## src/rtl/seven_seg_scan_driver.sv

```systemverilog
// seven_seg_scan_driver: scans BCD digits into 16-bit 595 frames {dp,g..a, one-hot select} with a 1-cycle trigger.
// Define HEX_DIGITS_EN to decode codes 10-15 as A,b,C,d,E,F; otherwise those codes are blank.
module seven_seg_scan_driver #(
    parameter int NUM_DIGITS  = 4,
    parameter int REFRESH_DIV = 1024
) (
    input  logic                    clk_i,
    input  logic                    rst_i,
    input  logic                    enable_i,
    input  logic                    blank_i,
    input  logic [4*NUM_DIGITS-1:0] digits_i,
    input  logic [NUM_DIGITS-1:0]   dp_i,
    output logic [15:0]             frame_o,
    output logic                    trigger_o,
    output logic [2:0]              digit_idx_o
);
    localparam int PW = $clog2(REFRESH_DIV);
    localparam logic [PW-1:0] LAST = PW'(REFRESH_DIV - 1);
    typedef enum logic [1:0] {S_COUNT, S_LOAD, S_FIRE} state_t;
    state_t        r_state, w_next;
    logic [PW-1:0] r_presc;
    logic [2:0]    r_idx;
    logic [15:0]   r_frame;
    logic          r_trig;
    logic [2:0]    r_idx_out;
    logic [3:0]    w_digit;
    logic          w_dp;
    logic [6:0]    w_seg;
    always_comb begin
        w_digit = '0;
        w_dp    = 1'b0;
        for (int k = 0; k < NUM_DIGITS; k++) begin
            if (r_idx == 3'(k)) begin
                w_digit = digits_i[4*k +: 4];
                w_dp    = dp_i[k];
            end
        end
    end
    always_comb begin
        w_seg = 7'h00;
        case (w_digit)
            4'd0: w_seg = 7'h3F;
            4'd1: w_seg = 7'h06;
            4'd2: w_seg = 7'h5B;
            4'd3: w_seg = 7'h4F;
            4'd4: w_seg = 7'h66;
            4'd5: w_seg = 7'h6D;
            4'd6: w_seg = 7'h7D;
            4'd7: w_seg = 7'h07;
            4'd8: w_seg = 7'h7F;
            4'd9: w_seg = 7'h6F;
`ifdef HEX_DIGITS_EN
            4'd10: w_seg = 7'h77;
            4'd11: w_seg = 7'h7C;
            4'd12: w_seg = 7'h39;
            4'd13: w_seg = 7'h5E;
            4'd14: w_seg = 7'h79;
            4'd15: w_seg = 7'h71;
`endif
            default: w_seg = 7'h00;
        endcase
    end
    always_comb begin
        w_next = S_COUNT;
        case (r_state)
            S_COUNT: w_next = (enable_i && r_presc == LAST) ? S_LOAD : S_COUNT;
            S_LOAD:  w_next = S_FIRE;
            default: w_next = S_COUNT;
        endcase
    end
    // Prescaler is only live in COUNT and is already zero when LOAD/FIRE run.
    always_ff @(posedge clk_i or posedge rst_i) begin
        if (rst_i) begin
            r_state   <= S_COUNT;
            r_presc   <= '0;
            r_idx     <= '0;
            r_frame   <= '0;
            r_trig    <= 1'b0;
            r_idx_out <= '0;
        end else begin
            r_state <= w_next;
            r_trig  <= (r_state == S_LOAD);
            if (r_state == S_COUNT)
                r_presc <= (enable_i && r_presc != LAST) ? r_presc + 1'b1 : '0;
            if (r_state == S_LOAD) begin
                r_frame   <= {blank_i ? 8'h00 : {w_dp, w_seg}, 8'(1) << r_idx};
                r_idx_out <= r_idx;
                r_idx     <= (r_idx == 3'(NUM_DIGITS - 1)) ? 3'd0 : r_idx + 3'd1;
            end
        end
    end
    assign frame_o     = r_frame;
    assign trigger_o   = r_trig;
    assign digit_idx_o = r_idx_out;
endmodule

```

## config.mk

```make
export PLATFORM = sky130hd
export DESIGN_NAME = seven_seg_scan_driver
export DESIGN_NICKNAME = d
export VERILOG_FILES = /design/src/rtl/seven_seg_scan_driver.sv
export SDC_FILE = /design/constraint.sdc
export NUM_CORES = 1
export LEC_CHECK = 0
export CORE_ASPECT_RATIO = 0.5
export CORE_MARGIN = 5
export CORE_UTILIZATION = 25
export CTS_BUF_LIST = sky130_fd_sc_hd__clkbuf_8
export DETAILED_ROUTE_END_ITERATION = 8
export HOLD_SLACK_MARGIN = 0.08
export MAX_ROUTING_LAYER = met4
export PLACE_DENSITY = 0.5
export SLEW_MARGIN = 20
export SYNTH_ARGS = -nofsm -noshare
export SYNTH_HDL_FRONTEND = slang
export SYNTH_SLANG_ARGS = --single-unit
```

## constraint.sdc

```tcl
create_clock -name clk_i -period 2.55 [get_ports clk_i]
set_clock_uncertainty 0.05 [all_clocks]
set_input_delay 0.6375 -clock clk_i [delete_from_list [all_inputs] [get_ports clk_i]]
set_output_delay 0.6375 -clock clk_i [all_outputs]
set_load 0.03 [all_outputs]
```

Word-level counts from Yosys, hierarchy flattened
Memories as Yosys holds them, arrays and structs flattened.
Cells that the tools add are included.
- latch bits: 0
- input bits: 24
- word-level logic and storage cells: 33
- bits in writable memories: 0
- bits in registers: 35
- ROM bits: 112
- memories kept: 1
- output and inout bits: 20
- $add $sub $neg: 2
- reductions and logical operators: 4
- muxes and demuxes: 13
- eq/ne operators: 6
- bitwise gates (word level): 0
- $lt $le $gt $ge: 0
- multiply operators: 0
- div/mod/pow operators: 0
- shift-type cells: 1
- memory list (name ; depth ; bits a word ; rd ports ; clocked after memory_dff ; wr ports ; RTL line ; RTL):
    (name not given) ; 16 ; 7 ; 1 ; 0 ; 0 ; 41 ; case (w_digit)
- operator list (operator ; count):
    4-bit two-way mux ; 4
    10-bit by 1-bit adder with 10-bit output (second input constant) ; 1
    10-bit equality test (second input constant) ; 1
    10-bit two-way mux ; 1
    10-bit != test (second input constant) ; 1
    8-bit two-way mux ; 1
    1-bit by 3-bit left shift with 8-bit output (first input constant) ; 1
    3-bit by 2-bit equality test with 1-bit output (second input constant) ; 2
    1-bit two-way mux ; 5
    2-bit case mux with 2 select lines ; 1
    3-bit by 1-bit adder with 3-bit output (second input constant) ; 1
    3-bit by 1-bit equality test with 1-bit output (second input constant) ; 1
    3-bit logical NOT ; 1
    3-bit two-way mux ; 1
    2-bit by 1-bit equality test with 1-bit output (second input constant) ; 1
    1-bit logical AND ; 2
    2-bit logical NOT ; 1

Depth between registers and ports, before layout
Gate-level depths: netlist of run 1.
An unclocked memory read counts as a cell.
- depth after elaboration: 7
- gate-level depth with buffers: 12
- gate-level depth less buffers: 11

Least setup slack after synthesis of run 1
No wires, ideal clock.
- path kind: register -> register
- start point: register r_idx[1]
- end point: register r_frame[12] (netlist: frame_o[12])
- clock period less this slack: 2.175 ns
- stages on the path, launching flop included: 11
- data required time: 2.377 ns
- setup slack: 0.375 ns
- buffers on the path: 1
- arrival: 2.002 ns
- setup time: 0.123 ns
- cell sequence: dfrtp_1 > inv_1 > ha_1 > clkbuf_4 > nand3b_1 > a221o_1 > nor2_1 > inv_1 > ha_1 > a22oi_1 > o21ai_1
- word-level cells in the longest chain between the ends: 7
- elaborated cells on any way between the ends: 10
- classes of those cells: eq/ne (3); mux (5); reduce/logical (1); memory (1)
- RTL lines (item ; RTL line ; RTL):
    start: declaration ; 22 ; logic [2:0] r_idx;
    start signal: assignment ; 88 ; r_idx <= (r_idx == 3'(NUM_DIGITS - 1)) ? 3'd0 : r_idx + 3'd1;
    3-bit logical NOT ; 33 ; if (r_idx == 3'(k)) begin
    4-bit two-way mux (3 in series) ; 33 ;
    4-bit two-way mux (*) ; 33 ;
    memory read 16 x 7 bit (*) ; n/a ;
    8-bit two-way mux (*) ; 86 ; r_frame <= {blank_i ? 8'h00 : {w_dp, w_seg}, 8'(1) << r_idx};
    end signal: assignment ; 86 ;
    end: declaration ; 23 ; logic [15:0] r_frame;
Mark *: on every way between the ends. The rest lies on a longest branch, timed or not.
A chain may end at the register's enable or synchronous reset.

Worst setup path in the final report of run 1
- start point: register r_idx[0]
- end point: register r_frame[13] (netlist: frame_o[13])
Same word-level chain as after synthesis.

==> metrics.txt, run 1 <==
worst reg-to-reg setup slack=230 ps; FF-to-FF Start=r_idx[0]; Rel. slew slack=63.97%; Die ar.=9641 µm²; Iter 0 DRT Violations=160; kind of critical path=flop to flop; DIE HEIGHT=71.98 µm; Resized cells post-CTS=0; crit path DAT=2430 ps; main combinational cell family by area after synthesis=simple AND/OR/NAND/NOR gates; postcts setup bufs=0; worst setup margin=227.3 ps; leakage power=1.171 nW; minimum clock period=2323 ps; GPL Wtd Cong=0.7586; fmax=430.5 MHz; period utilization=91.09%; Setup crit end=frame_o[13]; area occupied by multi-input gates=989.7 µm²; Final Hold Vio Count=0; die width=134.0 µm; maxcap violations=0; Syn Nets=245; vias in the first global route=1664; Req. time, crit path=2660 ps; Final HPWL DP=3573 µm; grt total ovfl=0; Top FF cell, synth=dfrtp_1; Synth Area in Compound Gates=16.35%; worst slew pin tran=540.4 ps; crit path from=r_idx[0]; IO buf count=43; Post-Synth XOR/XNOR Area=1.368%; mux cell area share after synthesis=1.629%; post-synthesis register bit count=34; clock-pin slew of the registers on the worst-case setup and hold paths=70 ps; diode count=0; Post-synth EDFFs=0; Num CTS Buffers=5; first-pass GRT wire length=8079 µm; status=finished clean; Peak supply drop=0.0001783 V; clock tree root buffer cell=clkbuf_8; Pwr Density=512.6 nW/µm²; max-slew violation count=0; wire per inst=13.07 µm; routed via count=1626; layout filler cell count=736; clock sink count=34; vias per cell=4.567; commonest cells after routing, fill and taps aside=clkdlybuf4s50_1, nand2_1, dfrtp_1; CTS tree=done; post-synthesis adder-cell area fraction=7.166%; CP max FO=7; Finish-stage setup viols=0; floorplan row count=22; H-tree levels=2; syn_area_per_cell=9.146 µm²; Worst setup EP type=flop; Ys Warns=0; clock insertion delay at the later pin of the skew report=280 ps; layout cells sized above 1=8.077%; DRC=0; Simple-Gate Fraction of Synth Area=25.02%; P&R area growth vs syn=36.55%; largest net degree at the start of global routing=35; top-level I/O count=44; storage element area=850.8 µm²; reg2reg path depth=9; CP Launch Type=flop; RSZ-0062 raised after global routing=false; sequential share of the synthesized area=44.30%; Longest Clk Path Bufs=2; Mapped Area=1921 µm²; asr flop ratio synth=100.0%; Initial Utilization=25.94%; Mapped Cells=210; initial antenna violation count=0; commonest non-fill, non-tap cell in the layout=clkdlybuf4s50_1; ANT nets after route=0; library cells used by synthesis=44; final net count=294; core area=7405 µm²; Hold WS=424.7 ps; hold crit path type=flop to flop; CTS Hold Bufs=0; Post-Route WL=4653 µm; router iterations before antenna repair=4; Place WS=-26.06 ps; FF-to-FF End=frame_o[13]; total global-route track usage=10.71%
[flip-flops by register name, summed over array words and instances, names as in the netlist]
register and count:
frame_o 16, digit_idx_o 3, r_presc 10, r_state 2, r_idx 3
[metal layers]
| layer | global-route usage, % | routed length (µm) | up-vias |
|---|---|---|---|
| li1 | - | - | 829 |
| met3 | 2.147 | 133 | 5 |
| met5 | - | 0 | - |
| met1 | 13.37 | 2244 | 763 |
| met4 | 4.561 | 63 | 0 |
| met2 | 17.16 | 2212 | 29 |
[Yosys cell counts (all sizes together), types with 2 or more instances]
master | number | area, µm²
nand3b | 5 | 37.54
dfrtp | 34 | 850.8
o21ai | 19 | 95.09
a311oi | 2 | 35.04
a21o | 2 | 15.01
nor3b | 4 | 30.03
and3 | 3 | 18.77
nor2b | 5 | 31.28
mux2i | 2 | 20.02
buf | 3 | 21.27
o211ai | 3 | 22.52
clkbuf | 5 | 22.52
or2 | 2 | 12.52
a21oi | 8 | 40.04
ha | 11 | 137.6
nand3 | 7 | 35.03
inv | 9 | 36.29
o31ai | 2 | 15.01
nand4 | 4 | 25.02
or3 | 3 | 18.77
xor2 | 3 | 26.28
a22oi | 3 | 22.52
nand2 | 41 | 156.4
nand2b | 9 | 63.81
nor2 | 10 | 37.54
[report_power, final]
group          switching, W  internal [W]
logic             0.0000818     0.0000820
registers        0.00000870      0.000553
clock network      0.000202      0.000417
[worst min-delay path by stage]
stage / start / end / cells after the start
detailed placement: frame_o[4] / frame_o[4] / 2
floorplan: r_presc[1] / r_presc[1] / 2
CTS: frame_o[4] / frame_o[4] / 2
global route: frame_o[4] / frame_o[4] / 2
global placement: frame_o[4] / frame_o[4] / 2
finish: frame_o[4] / frame_o[4] / 2
[cells by family (layout without fill, tap and decap cells)]
group,Yosys count,count (layout)
DFF,34,34
muxes,3,3
and+or+nand+nor,95,95
xor gates and xnor gates,3,3
AOI/OAI and AO/OA,47,47
buffers and inverters,17,67
adders and majority gates,11,11
[critical path, cell delays in order, from the launching register on]
cell and delay (ps):
dfrtp_1 410, inv_1 140, ha_1 320, a211oi_1 80
a221o_1 350, nor2_1 260, inv_1 130, ha_1 230
mux2i_1 140, o211ai_1 90
[cell type report]
type | count | area share (%)
clock buffer | 6 | 3.149
clock inverter | 2 | 2.290
inverter | 9 | 1.384
multi-input combinational | 159 | 37.74
sequential | 34 | 32.44
tap | 96 | 4.580
timing repair buffer | 50 | 18.42
[metrics by stage]
| step | util [%] | cells | cell area, µm² | power (W) | setup TNS, ps |
|---|---|---|---|---|---|
| after floorplan | - | 210 | 1921 | 0.0006583 | 0 |
| after global routing | 35.42 | 356 | 2623 | 0.001405 | 0 |
| after detailed placement | 33.49 | 348 | 2480 | 0.0007387 | -44.08 |
| final | 35.42 | 356 | 2623 | 0.001344 | 0 |
| after global placement | 33.49 | 348 | 2480 | 0.0007375 | 0 |
| after CTS | 35.42 | 356 | 2623 | 0.001364 | 0 |
(Power assumes the default switching activity.)
==> run 2: changes to the inputs <==
--- a/config.mk
+++ b/config.mk
@@ -10,6 +10,7 @@
 export CORE_UTILIZATION = 25
 export CTS_BUF_LIST = sky130_fd_sc_hd__clkbuf_8
 export DETAILED_ROUTE_END_ITERATION = 8
+export GPL_TIMING_DRIVEN = 0
 export HOLD_SLACK_MARGIN = 0.08
 export MAX_ROUTING_LAYER = met4
 export PLACE_DENSITY = 0.5
==> metrics.txt, run 2 (synthesis results as in run 1) <==
status=finished clean; ANT nets after route=0 (unchanged); DRC=0 (unchanged); max reg flops=16 (unchanged); crit path DAT=2450 ps (+20 ps); grt total ovfl=0 (unchanged); kind of critical path=flop to flop; Rel. slew slack=51.10% (-13 points); clock-pin slew of the registers on the worst-case setup and hold paths=70 ps (about the same); Final Total Pwr=0.001083 W (-19%); final net count=295 (+0.34%); vias in the first global route=1618 (-2.8%); Design Area, Final=2555 µm² (-2.6%); commonest cells after routing, fill and taps aside=clkdlybuf4s50_1, nand2_1, dfrtp_1; total global-route track usage=10.84% (+0.13 points); CP Launch Type=flop; minimum clock period=2343 ps (+19.84 ps); routed via count=1623 (-0.18%); Die ar.=9641 µm² (unchanged); Hold WS=427.6 ps (+2.909 ps); period utilization=91.87% (+0.78 points); Placement Cell Area=2471 µm² (-0.35%); core area=7405 µm² (unchanged); router iterations before antenna repair=4 (unchanged); Final Hold Vio Count=0 (unchanged); fmax=426.9 MHz (-0.85%); GPL Wtd Cong=0.7957 (+4.9%); top-level I/O count=44 (unchanged); layout filler cell count=773 (+5.0%); Worst setup EP type=flop; layout cells sized above 1=6.538% (-1.5 points); CTS tree=done; first-pass GRT wire length=8135 µm (+0.69%); commonest non-fill, non-tap cell in the layout=clkdlybuf4s50_1; Pwr Density=424.0 nW/µm² (-17%); leakage power=1.136 nW (-3.0%); Initial Utilization=25.94% (unchanged); Peak supply drop=0.0001543 V (-13%); vias per cell=4.559 (-0.18%); worst slew pin tran=732.4 ps (+192.0 ps); reg2reg path depth=10 (+1); P&R area growth vs syn=33.03%; wire per inst=13.29 µm (+1.7%); hold crit path type=flop to flop; Finish-stage setup viols=0 (unchanged); initial antenna violation count=0 (unchanged); die width=134.0 µm (unchanged); CP max FO=10 (+3); Iter 0 DRT Violations=96 (-40%); max-slew violation count=0 (unchanged); final core occ=34.50% (-0.91 points); clock tree root buffer cell=clkbuf_8; Final HPWL DP=3687 µm (+3.2%); diode count=0 (unchanged); Req. time, crit path=2660 ps (about the same); largest net degree at the start of global routing=35 (unchanged); RSZ-0062 raised after global routing=false; H-tree levels=2 (unchanged); Longest Clk Path Bufs=2 (unchanged); maxcap violations=0 (unchanged); clock insertion delay at the later pin of the skew report=280 ps (about the same); IO buf count=43 (unchanged); hold path depth=2 (unchanged); Post-Route WL=4730 µm (+1.7%); DIE HEIGHT=71.98 µm (unchanged); clock sink count=34 (unchanged); Num CTS Buffers=5 (unchanged); floorplan row count=22 (unchanged)
==> run 2: final timing paths <==
path	slack [ps]	end	startpoint
max in group asynchronous	1220	frame_o[1]	rst_i
worst max register to register	210	frame_o[12]	r_idx[1]
min in group asynchronous	750	frame_o[4]	rst_i
worst max-delay path	210	frame_o[12]	r_idx[1]
worst min-delay path	430	frame_o[4]	frame_o[4]
worst min register to register	430	frame_o[4]	frame_o[4]
==> run 2: critical path, cell delays in order, from the launching register on <==
cell      delay [ps]
dfrtp_1          400
inv_1            120
ha_1             220
buf_4            200
a211oi_1          90
a221o_1          420
nor2_4           150
inv_1             90
ha_1             220
a22oi_1          190
o21ai_1           80
==> run 2: final cells by class <==
cell class	count	area, µm²	share of cell area, %
buffer	8	43.79	1.714
inverter	9	36.28	1.420
clock inverter	2	7.507	0.2938
tap	96	120.1	4.701
clock buffer	5	68.82	2.693
multi-input combinational	159	997.2	39.03
sequential	34	850.8	33.30
timing repair buffer	43	430.4	16.85
==> run 2: report_power, final <==
group / switching [W] / total, W / leakage [nW] / internal [W]
sequential: 0.00000899 / 0.000562 / 0.449 / 0.000553
clock: 0.000179 / 0.000359 / 0.0466 / 0.000180
combinational: 0.0000831 / 0.000162 / 0.640 / 0.0000794
total: 0.000271 / 0.00108 / 1.14 / 0.000812
==> run 2: metal layers <==
metal	GRT usage (%)	part of all wire (%)	up-vias
li1	-	-	826
met1	13.97	49	763
met2	17.61	47	30
met3	2.078	2.8	4
met4	3.079	0.82	0
met5	-	0	-
==> run 2: repair_timing <==
action                     CTS  global route
hold buffers                 0             0
setup buffers                0             0
setup endpoints to repair    0             6
gates resized for setup      0             3
==> run 2: stage by stage <==
step                      std cells  setup WS (ps)  TNS, ps
after floorplan                 210          375.0        0
after detailed placement        349         -44.62   -111.5
after global routing            356          14.56        0
after CTS                       356          62.34        0
final                           356          207.4        0
after global placement          349         -24.70   -44.64
